===== src/rtl/log_serial_arbiter.sv =====
// log_serial_arbiter: round-robin arbiter that shares one serial logging line
// between NUM_REQ sources. The winner's {id, data} frame is shifted out MSB
// first, followed by a GAP_CYCLES idle gap.
// Ports:
//   clk, reset_i         clock, asynchronous active-high reset
//   en_i                 arbitration enable (sampled in IDLE only)
//   req_i, data_i        per-source request level and log word
//   gnt_o                one-cycle one-hot grant, coincident with first bit
//   ser_en_o/do_o/sof_o  serial valid, data bit, start-of-frame
//   busy_o               high while shifting or in the gap
//   frm_cnt_o            completed-frame counter (wraps)
module log_serial_arbiter #(
  parameter int unsigned NUM_REQ    = 4,
  parameter int unsigned DATA_W     = 16,
  parameter int unsigned GAP_CYCLES = 2
) (
  input  logic                      clk,
  input  logic                      reset_i,
  input  logic                      en_i,
  input  logic [NUM_REQ-1:0]        req_i,
  input  logic [NUM_REQ*DATA_W-1:0] data_i,
  output logic [NUM_REQ-1:0]        gnt_o,
  output logic                      ser_en_o,
  output logic                      ser_do_o,
  output logic                      ser_sof_o,
  output logic                      busy_o,
  output logic [15:0]               frm_cnt_o
);

  localparam int unsigned ID_W     = (NUM_REQ > 2) ? $clog2(NUM_REQ) : 1;
  localparam int unsigned FRAME_W  = ID_W + DATA_W;
  localparam int unsigned CNT_W    = $clog2(FRAME_W);
  localparam int unsigned GAP_W    = 4;
  localparam int unsigned GAP_LAST = (GAP_CYCLES > 0) ? GAP_CYCLES - 1 : 0;

  typedef enum logic [1:0] {
    S_IDLE  = 2'd0,
    S_SHIFT = 2'd1,
    S_GAP   = 2'd2
  } state_t;

  state_t               r_state;
  logic [ID_W-1:0]      r_ptr;
  logic [FRAME_W-1:0]   r_shift;
  logic [CNT_W-1:0]     r_bit_cnt;
  logic [GAP_W-1:0]     r_gap_cnt;
  logic [NUM_REQ-1:0]   r_gnt;
  logic                 r_ser_en;
  logic                 r_ser_do;
  logic                 r_ser_sof;
  logic                 r_busy;
  logic [15:0]          r_frm_cnt;

  logic                 w_found;
  logic [ID_W-1:0]      w_win;
  logic [DATA_W-1:0]    w_word;
  logic [FRAME_W-1:0]   w_frame;
  logic [NUM_REQ-1:0]   w_gnt;
  int unsigned          w_dist;
  int unsigned          w_best;

  // Round-robin pick: smallest distance upward from pointer+1 wins.
  always_comb begin
    w_found = 1'b0;
    w_win   = '0;
    w_word  = '0;
    w_dist  = 0;
    w_best  = 0;
    for (int unsigned k = 0; k < NUM_REQ; k++) begin
      w_dist = (k + 2 * NUM_REQ - 32'(r_ptr) - 1) % NUM_REQ;
      if (req_i[k] && (!w_found || (w_dist < w_best))) begin
        w_found = 1'b1;
        w_best  = w_dist;
        w_win   = ID_W'(k);
        w_word  = data_i[k*DATA_W +: DATA_W];
      end
    end
  end

  assign w_frame = {w_win, w_word};
  assign w_gnt   = NUM_REQ'(1) << w_win;

  // Control FSM with registered outputs. The shift register holds the bits
  // still to be sent, so the MSB on ser_do_o is already consumed from it.
  always_ff @(posedge clk or posedge reset_i) begin
    if (reset_i) begin
      r_state   <= S_IDLE;
      r_ptr     <= ID_W'(NUM_REQ - 1);
      r_shift   <= '0;
      r_bit_cnt <= '0;
      r_gap_cnt <= '0;
      r_gnt     <= '0;
      r_ser_en  <= 1'b0;
      r_ser_do  <= 1'b0;
      r_ser_sof <= 1'b0;
      r_busy    <= 1'b0;
      r_frm_cnt <= '0;
    end else begin
      r_gnt     <= '0;
      r_ser_sof <= 1'b0;
      case (r_state)
        S_IDLE: begin
          if (en_i && w_found) begin
            r_gnt     <= w_gnt;
            r_shift   <= w_frame << 1;
            r_ser_do  <= w_frame[FRAME_W-1];
            r_ser_en  <= 1'b1;
            r_ser_sof <= 1'b1;
            r_busy    <= 1'b1;
            r_ptr     <= w_win;
            r_bit_cnt <= '0;
            r_state   <= S_SHIFT;
          end
        end
        S_SHIFT: begin
          if (r_bit_cnt == CNT_W'(FRAME_W - 1)) begin
            r_ser_en  <= 1'b0;
            r_ser_do  <= 1'b0;
            r_frm_cnt <= r_frm_cnt + 16'd1;
            r_gap_cnt <= '0;
            if (GAP_CYCLES > 0) begin
              r_state <= S_GAP;
            end else begin
              r_state <= S_IDLE;
              r_busy  <= 1'b0;
            end
          end else begin
            r_bit_cnt <= r_bit_cnt + CNT_W'(1);
            r_ser_do  <= r_shift[FRAME_W-1];
            r_shift   <= r_shift << 1;
          end
        end
        S_GAP: begin
          if (r_gap_cnt == GAP_W'(GAP_LAST)) begin
            r_state <= S_IDLE;
            r_busy  <= 1'b0;
          end else begin
            r_gap_cnt <= r_gap_cnt + GAP_W'(1);
          end
        end
        default: r_state <= S_IDLE;
      endcase
    end
  end

  assign gnt_o     = r_gnt;
  assign ser_en_o  = r_ser_en;
  assign ser_do_o  = r_ser_do;
  assign ser_sof_o = r_ser_sof;
  assign busy_o    = r_busy;
  assign frm_cnt_o = r_frm_cnt;

endmodule


===== config.mk =====
export PLATFORM = sky130hd
export DESIGN_NAME = log_serial_arbiter
export DESIGN_NICKNAME = d
export VERILOG_FILES = /design/src/rtl/log_serial_arbiter.sv
export SDC_FILE = /design/constraint.sdc
export NUM_CORES = 1
export LEC_CHECK = 0
export BUFFER_PORTS_ARGS = -buffer_cell sky130_fd_sc_hd__clkbuf_2
export CORE_MARGIN = 2
export CORE_UTILIZATION = 45
export CTS_BUF_LIST = sky130_fd_sc_hd__clkbuf_4 sky130_fd_sc_hd__clkbuf_8
export DETAILED_ROUTE_END_ITERATION = 10
export PLACE_DENSITY = 0.72
export SYNTH_ARGS = -nofsm -noshare
export SYNTH_HDL_FRONTEND = slang
export SYNTH_SLANG_ARGS = --single-unit

===== constraint.sdc =====
create_clock -name clk -period 7.2 [get_ports clk]
set_clock_uncertainty 0.1 [all_clocks]
set_input_delay 1.44 -clock clk [delete_from_list [all_inputs] [get_ports clk]]
set_output_delay 1.44 -clock clk [all_outputs]
set_load 0.02 [all_outputs]

==> results of run 1 <==
## kinds of logic after synthesis
| family | after synthesis |
|---|---|
| compound gates | 93 |
| simple gates | 87 |
| flops | 54 |
| buf+inv | 29 |
| xor+xnor | 20 |
| fa+ha+maj | 8 |
| mux | 5 |
## worst max-delay path by stage
stage	endpoint	cells past startpoint	startpoint
5_1_grt	r_shift[2]	18	req_i[0]
4_1_cts	r_shift[6]	18	req_i[0]
3_5_place_dp	r_shift[6]	18	req_i[0]
6_report	r_shift[6]	18	req_i[0]
3_3_place_gp	r_shift[5]	18	req_i[0]
2_1_floorplan	r_shift[10]	21	req_i[0]
## worst max-delay path, stage by stage
cell and delay, ns:
clkbuf_2 0.17, nand2_1 0.10, ha_1 0.30, a21o_1 0.20, a21oi_1 0.32, nor2_1 0.11, a21oi_1 0.19, ha_1 0.19
and4b_1 0.20, a22oi_2 0.14, buf_4 0.37, mux2_1 0.37, ha_1 0.33, a21oi_1 0.18, o21ai_0 0.17, a41oi_4 0.40
nor2_2 0.19, a221o_1 0.33
## sequential cells by signal, indices dropped and copies added, names as in the netlist
name,flops
r_bit_cnt,5
r_ptr,2
frm_cnt_o,16
ser_en_o,1
ser_sof_o,1
r_state,2
r_gap_cnt,4
busy_o,1
r_shift,17
ser_do_o,1
gnt_o,4
## cells in the mapped netlist, types with 2 or more instances
library cell / number / area (µm²)
dfstp_2: 2 / 52.6
a22o_1: 13 / 114
nor2_1: 29 / 109
buf_2: 5 / 25.0
o21ai_0: 6 / 30.0
a21o_1: 3 / 22.5
a2111o_1: 3 / 33.8
mux2i_1: 2 / 20.0
buf_4: 2 / 15.0
o21ai_1: 5 / 25.0
inv_1: 11 / 41.3
a22oi_1: 18 / 135
buf_6: 4 / 45.0
xor2_1: 10 / 87.6
and3_1: 4 / 25.0
ha_1: 8 / 100
a21oi_1: 17 / 85.1
a221o_1: 11 / 110
nand3_1: 8 / 40.0
nor2b_1: 2 / 12.5
o2111ai_1: 3 / 26.3
nor3_1: 3 / 15.0
clkbuf_1: 3 / 11.3
dfrtp_1: 52 / 1300
a211o_1: 3 / 26.3
nand4_1: 6 / 37.5
nand2_1: 21 / 78.8
nor2_2: 2 / 12.5
xnor2_1: 10 / 87.6
mux2_2: 2 / 22.5
## stage by stage
step | instance area [µm²] | utilization (%) | setup slack, ns | cells | total power (W)
after floorplan | 3030 | - | 1.47 | 296 | 0.000947
after global placement | 3510 | 54.6 | 1.51 | 454 | 0.00104
after detailed placement | 3510 | 54.6 | 1.28 | 454 | 0.00106
after CTS | 3610 | 56.1 | 1.59 | 462 | 0.00124
after global routing | 3610 | 56.1 | 1.30 | 462 | 0.00134
final | 3610 | 56.1 | 1.55 | 462 | 0.00123
## power breakdown
| part | leakage, nW | switching [W] | internal (W) |
|---|---|---|---|
| Clock | 0.0514 | 0.0000974 | 0.0000793 |
| Sequential | 0.696 | 0.0000613 | 0.000391 |
| Combinational | 1.04 | 0.000351 | 0.000254 |
## area by class of cell
cell class / count / share of cell area (%)
Clock inverter: 2 / 0.486
Sequential cell: 54 / 37.5
Inverter: 13 / 1.42
Tap cell: 77 / 2.67
Timing Repair Buffer: 97 / 13.7
Multi-Input combinational cell: 213 / 41.9
Clock buffer: 6 / 2.29
## layer usage
metal	GRT usage, %	part of all wire [%]	up-vias
met3	3.85	5.8	8
li1	-	-	1275
met5	0	0	-
met1	26.7	45	1181
met4	4.33	0.78	0
met2	32.3	48	90
==> metrics, run 1 <==
post-synthesis compound-gate area fraction=24.2%; syn_nets=375; DP HPWL=5220 µm; Worst Path Required=7.28 ns; # DRC=0; initial antenna violation count=0; synthesized area=3030 µm²; multiplexer area fraction after synthesis=1.77%; top_reg_cell synth=dfrtp_1; routability cong.=0.783; layout cells sized above 1=32.2%; post_cts resized=0; DR WL/cell=14.8 µm; Site Rows=29; Area growth, synth to finish=18.9%; I/O pins=95; fmax=0.177 GHz; hold slack=0.374 ns; post-route minimum period=5.65 ns; number of CTS-inserted buffers=5; R2R Path End=r_shift[6]; CTS tree=done; XOR/XNOR Fraction of Synth Area=5.78%; Starting Density=47.2%; period utilization=78.4%; Power per Cell Area=342 nW/µm²; CTS sink cnt=54; Via density=5.53; Seq cells post-synth=54; Synth Area in Simple Gates=14.8%; status=finished, final reports clean; Final Hold Vio Count=0; GR Util All Layers=19.6%; cts hold-fix bufs=0; Synth Area in Adders=3.30%; Worst EP arrival=5.73 ns; Setup crit end kind=register; Skew-Pair Late Insertion Delay=0.30 ns; reg2reg path depth=17; CTS root buf=clkbuf_8; first-pass GRT wire length=11600 µm; Hold Path Sink=frm_cnt_o[15]; RSZ-0062 raised after global routing=no; max-cap violations=0; reg-to-reg slack, setup=2.11 ns; commonest non-fill, non-tap cell in the layout=clkbuf_2; hold crit path type=register to register; synth unique cells=58; largest family of logic cells by synthesized area=compound AO/OA/AOI/OAI gates; clock-pin slew on the worst setup and hold paths=0.10 ns; vias in the first global route=2516; Layout fillers=582; Post CTS Setup Buffer Count=0; P_leak=1.79 nW; global route overflow=0; NumNets Final=463; Gate Count Post-Synth=296; Slew headroom=36.5%; maximum VDD drop=0.147 mV; clock buffer depth=2; max-slew violation count=0; die width=86.1 µm; WHS Path Cells=1; input/output buffers=94; Die Area=7410 µm²; startpoint types=input port; final wirelength=6830 µm; Routed Antenna Nets=0; critical path class=input port to register; Storage cell area=1350 µm²; syn avg cell area=10.2 µm²; min-delay src=frm_cnt_o[15]; setup TNS=0 ns; most frequent cells in the layout=clkbuf_2 (94), dfrtp_1 (52), nor2_1 (29); Die Ht=86.1 µm; DR vias=2554; Async SR Flop Fraction=100%; maximum fanout along the worst path=39; DRT iter0 DRCs=101; largest net degree at the start of global routing=55; DR pass1 iterations=4; core box area=6420 µm²; H-tree depth=2; # diodes=0; Post-synth EDFFs=0; yosys synthesis warning count=0; register area share after synthesis=44.7%; r2r startpoint=r_ptr[0]; area occupied by multi-input gates=1510 µm²; Finish-stage setup viols=0; worst slew pin tran=0.952 ns
Power figures use the tool's default switching activity.
==> inputs of run 2 (changes only) <==
Clock period 7.2 ns to 5.4 ns, I/O delays scaled along.
==> run 2 against run 1 <==
Against the previous run: register-to-register slack worse by 1.4 ns; sequential share of layout area is 0.39 points lower; final area up 1.0%; combinational power is 34% higher; cell count unchanged; die area stayed put; critical path type unchanged.
==> metrics, run 2 (same netlist as run 1, synthesis figures left out) <==
R2R Path End=r_shift[3]; CP Buf/Inv Count=1; fmax=0.206 GHz; clock-pin slew on the worst setup and hold paths=0.10 ns; GR Util All Layers=19.9%; reg2reg path depth=16; Setup crit end kind=register; Starting Density=47.2%; RSZ-0062 raised after global routing=no; Site Rows=29; vias in the first global route=2535; # diodes=0; reg-to-reg slack, setup=0.74 ns; post_cts resized=0; Die Ht=86.1 µm; Skew-Pair Late Insertion Delay=0.31 ns; Power per Cell Area=475 nW/µm²; CTS root buf=clkbuf_8; Setup WS pre-CTS=0.223 ns; placed insts=454; die width=86.1 µm; Worst path slowest cell=a41oi_4; global route overflow=0; DP HPWL=5120 µm; DR WL/cell=14.9 µm; maximum VDD drop=0.210 mV; critical path class=input port to register; CTS sink cnt=54; commonest non-fill, non-tap cell in the layout=clkbuf_2; I/O pins=95; worst slew pin tran=0.951 ns; NumNets Final=463; cts hold-fix bufs=0; Hold Path Sink=frm_cnt_o[15]; Routed Antenna Nets=0; r2r startpoint=r_ptr[0]; first-pass GRT wire length=11800 µm; Worst EP arrival=4.96 ns; max-cap violations=0; maximum fanout along the worst path=12; Final Hold Vio Count=0; period utilization=90.0%; Finish-stage setup viols=0; DR pass1 iterations=5; P_leak=1.81 nW; max-slew violation count=0; Crit path max-delay family=compound AO/OA/AOI/OAI gates; most frequent cells in the layout=clkbuf_2 (94), dfrtp_1 (52), nor2_1 (29); Post CTS Setup Buffer Count=0; final cell count without fillers=462; Via density=5.61; post-route minimum period=4.86 ns; Area growth, synth to finish=20.2%; layout cells sized above 1=32.2%; startpoint types=input port; CTS tree=done; worst setup margin=0.539 ns; initial antenna violation count=0; number of CTS-inserted buffers=5; DRT iter0 DRCs=119; clock buffer depth=2; setup TNS=0 ns; critical-path cell list=clkbuf_2 > nand2_1 > ha_1 > a21o_1 > a21oi_1 > nor2_1 > a21oi_1 > ha_1 > and4b_1 > a22oi_2 > mux2_1 > ha_1 > a21oi_1 > o21ai_0 > a41oi_4 > nor2_2 > a221o_1; final wirelength=6890 µm; largest net degree at the start of global routing=55; input/output buffers=94; # DRC=0; Die Area=7410 µm²; WHS Path Cells=1; DR vias=2590; min-delay src=frm_cnt_o[15]; Reg with most FFs=r_shift; Largest stage delay, worst path=0.39 ns; Slew headroom=36.5%; routability cong.=0.788; H-tree depth=2; Worst Path Required=5.50 ns; core box area=6420 µm²; status=finished, final reports clean; max reg flops=17; hold crit path type=register to register
-- run 2: where the power goes --
| part | switching, W | leakage, nW | internal [W] |
|---|---|---|---|
| combinational | 0.000469 | 1.04 | 0.000338 |
| clock | 0.000134 | 0.0683 | 0.000186 |
| sequential | 0.0000818 | 0.696 | 0.000521 |
-- run 2: metal layers --
layer / vias up / track usage (%) / wire (µm)
li1: 1271 / - / -
met1: 1206 / 27.4 / 3230
met2: 100 / 30.9 / 3080
met3: 13 / 3.56 / 424
met4: 0 / 7.94 / 155
met5: - / 0 / 0
-- run 2: through the flow --
stage               instance area [µm²]  hold WS, ns  utilization (%)  total power (W)
finish                             3640        0.379             56.7          0.00173
global route                       3640        0.404             56.7          0.00188
CTS                                3640        0.383             56.7          0.00174
detailed placement                 3510        0.366             54.6          0.00142
global placement                   3510        0.360             54.6          0.00139
floorplan                          3030        0.359                -          0.00126
-- run 2: worst max-delay path by stage --
stage,start,to,slack (ns),depth (start not counted)
floorplan,req_i[0],r_shift[10],0.03,21
global placement,req_i[0],r_shift[4],0.42,17
detailed placement,req_i[0],r_shift[3],0.22,17
CTS,req_i[0],r_shift[3],0.55,17
global route,req_i[0],r_shift[4],0.14,17
finish,req_i[0],r_shift[3],0.54,17
-- run 2: final cells by class --
cell class,count,area [µm²]
Tap cell,77,96.3
Clock buffer,5,68.8
Timing Repair Buffer,97,493
Fill cell,573,2780
Clock inverter,3,68.8
Inverter,13,51.3
Multi-Input combinational cell,213,1510
Sequential cell,54,1350
==> inputs of run 3 (changes only) <==
Settings changed: CORE_ASPECT_RATIO set to 1.4.
==> run 3 against run 2 <==
Against the previous run: clock-buffer cell count grew 1; final area decreased by 1.4%; sequential cell count unchanged; worst setup slack better by 0.055 ns; largest power group unchanged.
==> metrics, run 3 (same netlist as run 1, synthesis figures left out) <==
startpoint types=input port; Worst Path Required=5.54 ns; Reg with most FFs=r_shift; met2 track demand over resource=36.2%; Worst EP arrival=4.95 ns; die width=73.4 µm; CTS tree=done; Worst path slowest cell=nor2_2; Area growth, synth to finish=18.5%; Starting Density=46.2%; first-pass GRT wire length=12000 µm; setup TNS=0 ns; maximum fanout along the worst path=12; Routed Antenna Nets=0; # diodes=0; input/output buffers=94; status=finished, final reports clean; global route overflow=0; maximum VDD drop=0.189 mV; CTS sink cnt=54; CTS root buf=clkbuf_8; Post CTS Setup Buffer Count=0; max-cap violations=0; # DRC=0; GR Layer Usage met1=24.0%; worst slew pin tran=0.972 ns; I/O pins=95; reg-to-reg slack, setup=0.79 ns; critical-path cell list=clkbuf_2 > nand2_1 > ha_1 > a21o_1 > a21oi_1 > nor2_1 > a21oi_1 > ha_1 > and4b_1 > a22oi_2 > mux2_1 > ha_1 > a21oi_1 > o21ai_0 > a41oi_4 > buf_4 > nor2_2 > a221o_1; DR vias=2605; number of CTS-inserted buffers=5; initial antenna violation count=0; most frequent cells in the layout=clkbuf_2 (94), dfrtp_1 (52), nor2_1 (29); post-route minimum period=4.81 ns; Top Usage Layer GRT=met2; Skew-Pair Late Insertion Delay=0.31 ns; clock-pin slew on the worst setup and hold paths=0.09 ns; cts hold-fix bufs=0; fmax=0.208 GHz; Slew headroom=35.1%; r2r startpoint=r_ptr[0]; GR Util All Layers=20.7%; Post-Layout Inst Area=3590 µm²; Die Area=7420 µm²; DP HPWL=5230 µm; core box area=6570 µm²; Power per Cell Area=457 nW/µm²; Final Util=54.7%; Crit path max-delay family=compound AO/OA/AOI/OAI gates; hold crit path type=register to register; largest net degree at the start of global routing=55; Via density=5.68; min-delay src=frm_cnt_o[15]; total power=0.00164 W; NumNets Final=464; WHS Path Cells=1; Placement Cell Area=3510 µm²; Finish-stage setup viols=0; commonest non-fill, non-tap cell in the layout=clkbuf_2; CP Depth=18; DR pass1 iterations=4; post_cts resized=0; DRT iter0 DRCs=127; Die Ht=101 µm; Final Hold Vio Count=0; vias in the first global route=2694; Site Rows=35; max reg flops=17; Largest stage delay, worst path=0.38 ns; R2R Path End=r_shift[13]; routability cong.=0.996; P_leak=1.79 nW; CP Buf/Inv Count=2; clock buffer depth=2; layout cells sized above 1=32.2%; max-slew violation count=0; H-tree depth=2; reg2reg path depth=17; final wirelength=6900 µm; RSZ-0062 raised after global routing=no; critical path class=input port to register; Setup crit end kind=register; DR WL/cell=15.0 µm; Hold Path Sink=frm_cnt_o[15]; period utilization=89.0%; met3 Use GR=3.80%
[run 3: routing by layer]
| metal | part of all wire (%) | wire length [µm] |
|---|---|---|
| met1 | 41 | 2810 |
| met2 | 52 | 3560 |
| met3 | 5.4 | 372 |
| met4 | 2.1 | 148 |
| met5 | 0 | 0 |
[run 3: how the worst max path moves through the flow]
stage                  start           to  slack [ns]
finish              req_i[0]  r_shift[13]        0.59
global route        req_i[0]  r_shift[14]        0.26
CTS                 req_i[0]   r_shift[4]        0.59
detailed placement  req_i[0]   r_shift[4]        0.28
global placement    req_i[0]   r_shift[4]        0.47
floorplan           req_i[0]  r_shift[10]        0.03
[run 3: power by group]
part,internal [W],switching [W]
clock network,0.0000943,0.000128
registers,0.000522,0.0000879
logic,0.000346,0.000464
total,0.000961,0.000680
[run 3: area by class of cell]
class	count	area [µm²]
clock buffer	6	76.3
clock inverter	1	7.51
fill	585	2980
inverter	13	51.3
multi-input combinational	213	1510
sequential	54	1350
tap	74	92.6
timing repair buffer	98	500
[run 3: per-stage QoR]
step                instances  setup slack (ns)  hold WS, ns
floorplan                 296            0.0286        0.359
global placement          452             0.468        0.360
detailed placement        452             0.280        0.372
CTS                       459             0.592        0.388
global route              459             0.265        0.414
finish                    459             0.594        0.384
